**src/rtl/result_writeback_unit.sv**
```systemverilog
// Result writeback stage: single-cycle ALU/shifter writes, plus waits for multiplier/divider
// completion with a 64-cycle timeout. Define RESULT_FORWARD_EN to add operand-bypass outputs.
module result_writeback_unit (
    input  logic        clk,
    input  logic        reset,
    input  logic        enable,
    input  logic [2:0]  result_sel,
    input  logic [4:0]  dest_reg,
    input  logic [31:0] alu_result,
    input  logic [31:0] shifter_result,
    input  logic [31:0] mul_result,
    input  logic [31:0] div_result,
    input  logic        mul_done,
    input  logic        div_done,
    output logic        rf_we,
    output logic [4:0]  rf_waddr,
    output logic [31:0] rf_wdata,
    output logic        busy,
    output logic        timeout_err
`ifdef RESULT_FORWARD_EN
    ,
    output logic        fwd_valid,
    output logic [4:0]  fwd_addr,
    output logic [31:0] fwd_data
`endif
);

    // state    | meaning
    // IDLE     | accepting result_sel; ALU/shifter results written next cycle
    // WAIT_MUL | waiting for mul_done, destination index held in dest_q
    // WAIT_DIV | waiting for div_done, destination index held in dest_q
    typedef enum logic [1:0] {IDLE, WAIT_MUL, WAIT_DIV} state_t;

    localparam logic [2:0] SEL_ALU = 3'd1;
    localparam logic [2:0] SEL_DIV = 3'd2;
    localparam logic [2:0] SEL_MUL = 3'd3;
    localparam logic [2:0] SEL_SHF = 3'd4;

    state_t      state, state_next;
    logic [5:0]  wait_cnt, wait_cnt_next;
    logic [4:0]  dest_q, dest_q_next;
    logic        terr_next;
    logic        wr_req;
    logic [4:0]  wr_addr;
    logic [31:0] wr_data;
    logic        we_next;
    logic [4:0]  waddr_next;
    logic [31:0] wdata_next;

    always_comb begin
        state_next    = state;
        wait_cnt_next = wait_cnt;
        dest_q_next   = dest_q;
        terr_next     = timeout_err;
        wr_req        = 1'b0;
        wr_addr       = dest_reg;
        wr_data       = alu_result;

        case (state)
            IDLE: begin
                if (enable) begin
                    case (result_sel)
                        SEL_ALU: begin
                            wr_req  = 1'b1;
                            wr_data = alu_result;
                        end
                        SEL_SHF: begin
                            wr_req  = 1'b1;
                            wr_data = shifter_result;
                        end
                        SEL_MUL: begin
                            state_next    = WAIT_MUL;
                            wait_cnt_next = 6'd0;
                            dest_q_next   = dest_reg;
                        end
                        SEL_DIV: begin
                            state_next    = WAIT_DIV;
                            wait_cnt_next = 6'd0;
                            dest_q_next   = dest_reg;
                        end
                        default: ;
                    endcase
                end
            end
            WAIT_MUL, WAIT_DIV: begin
                wr_addr = dest_q;
                wr_data = (state == WAIT_MUL) ? mul_result : div_result;
                // A completion in the last counted cycle still beats the timeout.
                if ((state == WAIT_MUL) ? mul_done : div_done) begin
                    wr_req     = 1'b1;
                    state_next = IDLE;
                end else if (wait_cnt == 6'd63) begin
                    terr_next  = 1'b1;
                    state_next = IDLE;
                end else begin
                    wait_cnt_next = wait_cnt + 6'd1;
                end
            end
            default: state_next = IDLE;
        endcase

        // Register 0 is hardwired; its writes are dropped and the write port holds.
        we_next    = wr_req && (wr_addr != 5'd0);
        waddr_next = we_next ? wr_addr : rf_waddr;
        wdata_next = we_next ? wr_data : rf_wdata;
    end

    always_ff @(posedge clk) begin
        if (reset) begin
            state       <= IDLE;
            wait_cnt    <= 6'd0;
            dest_q      <= 5'd0;
            rf_we       <= 1'b0;
            rf_waddr    <= 5'd0;
            rf_wdata    <= 32'd0;
            timeout_err <= 1'b0;
        end else begin
            state       <= state_next;
            wait_cnt    <= wait_cnt_next;
            dest_q      <= dest_q_next;
            rf_we       <= we_next;
            rf_waddr    <= waddr_next;
            rf_wdata    <= wdata_next;
            timeout_err <= terr_next;
        end
    end

    assign busy = (state != IDLE);

`ifdef RESULT_FORWARD_EN
    assign fwd_valid = we_next && !reset;
    assign fwd_addr  = waddr_next;
    assign fwd_data  = wdata_next;
`endif

endmodule

```
**config.mk**
```make
export PLATFORM = sky130hd
export DESIGN_NAME = result_writeback_unit
export DESIGN_NICKNAME = d
export VERILOG_FILES = /design/src/rtl/result_writeback_unit.sv
export SDC_FILE = /design/constraint.sdc
export NUM_CORES = 1
export LEC_CHECK = 0
export CAP_MARGIN = 5
export CORE_MARGIN = 5
export CORE_UTILIZATION = 42
export CTS_CLUSTER_SIZE = 24
export DETAILED_ROUTE_END_ITERATION = 8
export MAX_ROUTING_LAYER = met4
export PLACE_DENSITY = 0.84
export SLEW_MARGIN = 20
export SYNTH_ARGS = -nofsm -noshare
export SYNTH_HDL_FRONTEND = slang
export SYNTH_SLANG_ARGS = --single-unit
```
**constraint.sdc**
```tcl
create_clock -name clk -period 2.5 [get_ports clk]
set_input_delay 0.5 -clock clk [delete_from_list [all_inputs] [get_ports clk]]
set_output_delay 0.5 -clock clk [all_outputs]
set_load 0.02 [all_outputs]
```
Yosys cells after proc, flatten, opt, wreduce, memory -nomap -nowiden
Cells that the tools add are included.

Bits in registers: 52. Word-level logic and storage cells: 54. Bits of input ports: 141. Output and inout bits: 40.

Multiplexer cells: 20. $add $sub $neg: 1. Reduce and logical (&&, ||, !) cells: 12. Equal/unequal tests: 13. Bitwise logic cells: 1.

Operators by type and width (count): two-way mux 32 bit (3); case mux 32 bit (2 select lines) (1); two-way mux 6 bit (4); case mux 6 bit (2 select lines) (1); AND reduction 3 bit (3); != test 2 bit, second input constant (4); case mux 2 bit (2 select lines) (2); adder 6 x 1 -> 6 bit, second input constant (1); == test 3 x 2 -> 1 bit, second input constant (2); == test 6 bit, second input constant (1); two-way mux 2 bit (3); OR reduction 2 bit (3); two-way mux 5 bit (1); AND reduction 5 bit (1); nonzero test 5 bit (1); two-way mux 1 bit (4); nonzero test 2 bit (2); == test 3 x 1 -> 1 bit, second input constant (1); == test 3 bit, second input constant (1); != test 3 x 1 -> 1 bit, second input constant (1); != test 3 bit, second input constant (1); == test 2 x 1 -> 1 bit, second input constant (1); == test 2 bit, second input constant (1); logical NOT 2 bit (1); 3 further kinds (3).

Longest topological paths before layout
Depth after elaboration: 6. Depth in mapped cells: 9. Mapped depth without buffers: 6.

Worst setup path after synthesis
Ideal clock, no wire load.

Kind: reg2reg. From: register state[1]. To: register rf_wdata[0]. Stages on the path, launching flop included: 8. Clock period less this slack: 1.853 ns. Setup time: 0.146 ns. Required time: 2.354 ns. Arrival: 1.707 ns. Path buffers: 2. Slack: 0.647 ns. Cell sequence: dfxtp_1 > inv_1 > ha_1 > buf_6 > clkbuf_1 > mux2_2 > a221oi_2 > a211oi_2.

Longest elaborated chain between the ends: 5. Elaborated cells on any way between the ends: 12. Those cells by class: eq/ne: 2; mux: 6; reduce/logical: 4.

RTL lines: from (decl) (line 39) `state_t state, state_next;`; from (signal assigned) (line 118) `state <= state_next;`; == test 2 x 1 -> 1 bit / == test 2 bit (equally long branches) (line 59, 87, 89); two-way mux 1 bit / OR reduction 2 bit (equally long branches) (line 89, 59); two-way mux 1 bit / two-way mux 5 bit (equally long branches) (line 89, 59); case mux 1 bit (2 select lines) / nonzero test 5 bit (equally long branches) (line 59, 103); logical AND 1 bit (line 103) `we_next = wr_req && (wr_addr != 5'd0);`; to (signal assigned) (line 123) `rf_wdata <= wdata_next;`; to (decl) (line 17) `output logic [31:0] rf_wdata,`.

Parallel ways exist; a longest one is shown, timed or not. A chain may end at the register's enable or synchronous reset.

Final worst setup path
From: register state[0]. To: register rf_wdata[14].

The elaborated chain is that of the path after synthesis.

==> results_dict.tcl <==
set metrics [dict create \
    synth_top_flop_cell "dfxtp_1" \
    reg2regPathDepth 6 \
    first_pass_iters 4 \
    finClkSkew_ns 0.00637 \
    synth_cells 344 \
    cts_resized 0 \
    num_antenna_cells 0 \
    ys_seq_elements 52 \
    syn_nets 489 \
    synth.area.top_cells "dfxtp_1, a221oi_2, mux2_4" \
    min_from "wait_cnt[5]" \
    seqPwrFrac_pct 31.0 \
    p_comb_share_pct 53.0 \
    clock_power_share_pct 16.1 \
    cts_buffers 5 \
    swShare_pct 36.8 \
    area_growth_pct 50.1 \
    dpl_worst_slack_ns -0.0232 \
    rsz0062_at_grt "no" \
    layout_common_cells "clkdlybuf4s50_1, dfxtp_1, mux2_2" \
    clock-root-buffer "clkbuf_8" \
    synth_edf_count 0 \
    r2r_start "state[0]" \
    wl_per_cell_um 19.4 \
    antenna_found_initial 0 \
    layout.cells.non_filler 621 \
    drc_errors 0 \
    die_y_um 106 \
    switchingPower_uw 1210 \
    crit_fanout 19 \
    drv_cap 0 \
    ys_seq_area_share_pct 26.8 \
    final_area_um2 5830 \
    internal-power_uw 2070 \
    gr-total-overflow 0 \
    place_inst 613 \
    worst_pin_slew_ns 0.728 \
    start_kind "flip-flop" \
    place_hpwl_um 9040 \
    min_period_ns 2.41 \
    synth_top_cell_area_share_pct 26.8 \
    peakVddDrop_uv 270 \
    postCtsHoldBufs 0 \
    p_leak_uw 0.00197 \
    row_count 35 \
    routed_wirelength_um 12000 \
    synthArstFlopShare_pct 0 \
    first_global_vias 3626 \
    clkSlewWorstSetupHoldPaths_ns 0.09 \
    crit_required_ns 2.66 \
    syn_area_um2 3880 \
    via_per_inst 5.64 \
    port_buffers 180 \
    drt_iter0_drc 117 \
    layout.nets 655 \
    ant_nets 0 \
    p_per_area_nw_per_um2 563 \
    start_util_pct 42.6 \
    setup.worst_path.class "reg -> reg" \
    die_x_um 106 \
    top_level_ports 181 \
    slew_headroom_pct 51.4 \
    layout-drive-gt1-share_pct 33.9 \
    synth_warnings 0 \
    cts_tree "yes" \
    syn_area_per_cell_um2 11.3 \
    min_period_over_period_pct 96.3 \
    crit_path_start "state[0]" \
    layout_commonest_cell "clkdlybuf4s50_1" \
    grt_pass1_wl_um 18500 \
    grt_max_degree 39 \
    cp.arrival_ns 2.57 \
    synth.distinct_cells 46 \
    p_total_uw 3280 \
    grtUsageTotal_pct 20.8 \
    post_dp_cell_area_um2 5720 \
    min_path_type "reg -> reg" \
    hold_viol_final 0 \
    worst_slack_ns 0.0913 \
    post_cts_buffers 0 \
    core_area_um2 9110 \
    status "complete, no violations" \
    slew_viol_final 0 \
    min_path_cells 2 \
    cts_buffer_depth 2 \
    setup_viol 0 \
    cts_sinks 52 \
    die_area_um2 11300 \
    htreeDepth 2 \
    yosysTopAreaCell "dfxtp_1" \
    endpoint_kind "flip-flop" \
    vias 3503 \
    routabilityCongestion 0.790 \
    clk_latency_ns 0.30 \
    max_freq_mhz 415 \
]
-- critical path, stage by stage, from the launching register on --
cell and delay [ns]:
dfxtp_1 0.40, inv_1 0.06, ha_2 0.38, nor4b_2 0.21
o22ai_4 0.39, and2_2 0.66, a211oi_1 0.15
-- flip-flops by register name (all words and copies together) (netlist names) --
signal and count:
rf_we 1, wait_cnt 6, state 2, dest_q 5
rf_wdata 32, rf_waddr 5, timeout_err 1
-- stage by stage --
| step | util (%) | TNS (ns) | hold WS [ns] |
|---|---|---|---|
| 2_1_floorplan | - | 0 | 0.443 |
| 3_3_place_gp | 62.8 | 0 | 0.457 |
| 3_5_place_dp | 62.8 | -0.0232 | 0.464 |
| 4_1_cts | 63.9 | 0 | 0.478 |
| 5_1_grt | 64.0 | 0 | 0.500 |
| 6_report | 64.0 | 0 | 0.470 |
-- power groups by stage --
| stage | Combinational, uW | Clock [uW] | Sequential [uW] |
|---|---|---|---|
| 3_5_place_dp | 1730 | 0 | 1030 |
| 6_report | 1740 | 528 | 1020 |
| 3_3_place_gp | 1690 | 0 | 1030 |
| 4_1_cts | 1740 | 543 | 1020 |
| 2_1_floorplan | 986 | 0 | 1160 |
| 5_1_grt | 1850 | 573 | 1030 |
-- Yosys cell counts, types with 4 or more instances --
cell type	instances
a21oi_1	32
buf_2	10
nor2_1	8
nand2_1	6
ha_1	4
dfxtp_1	52
mux2_4	30
mux2_2	34
o21ai_0	4
buf_6	11
a221oi_2	30
clkbuf_1	10
a211oi_2	30
buf_1	5
mux2i_1	14
a211oi_1	9
inv_1	5
nand2b_1	5
a21oi_2	11
nor2b_1	4
-- final timing paths --
check	slack (ns)	to
max reg2reg	0.09	rf_wdata[14]
max	0.09	rf_wdata[14]
min reg2reg	0.47	wait_cnt[5]
min	0.47	wait_cnt[5]
-- per-layer routing --
layer / wire length (um) / up-vias / global-route usage, %
li1: - / 1674 / -
met1: 5220 / 1686 / 25.5
met2: 5890 / 138 / 35.8
met3: 831 / 5 / 3.64
met4: 92 / 0 / 4.16
met5: 0 / - / -
-- final cells by class --
type	instances	area (um2)
clock buffer	7	96.3
multi-input combinational	249	2600
sequential	52	1040
fill	739	3280
timing repair buffer	197	1940
inverter	5	18.8
tap	111	139
-- cell families after synthesis --
logic type / share of synthesized area (%)
adders and majority gates: 1.29
muxes: 25.6
DFF: 26.8
AOI/OAI and AO/OA: 32.8
xor gates and xnor gates: 0.226
and+or+nand+nor: 6.06
buffers and inverters: 7.18
(Power assumes the default switching activity.)
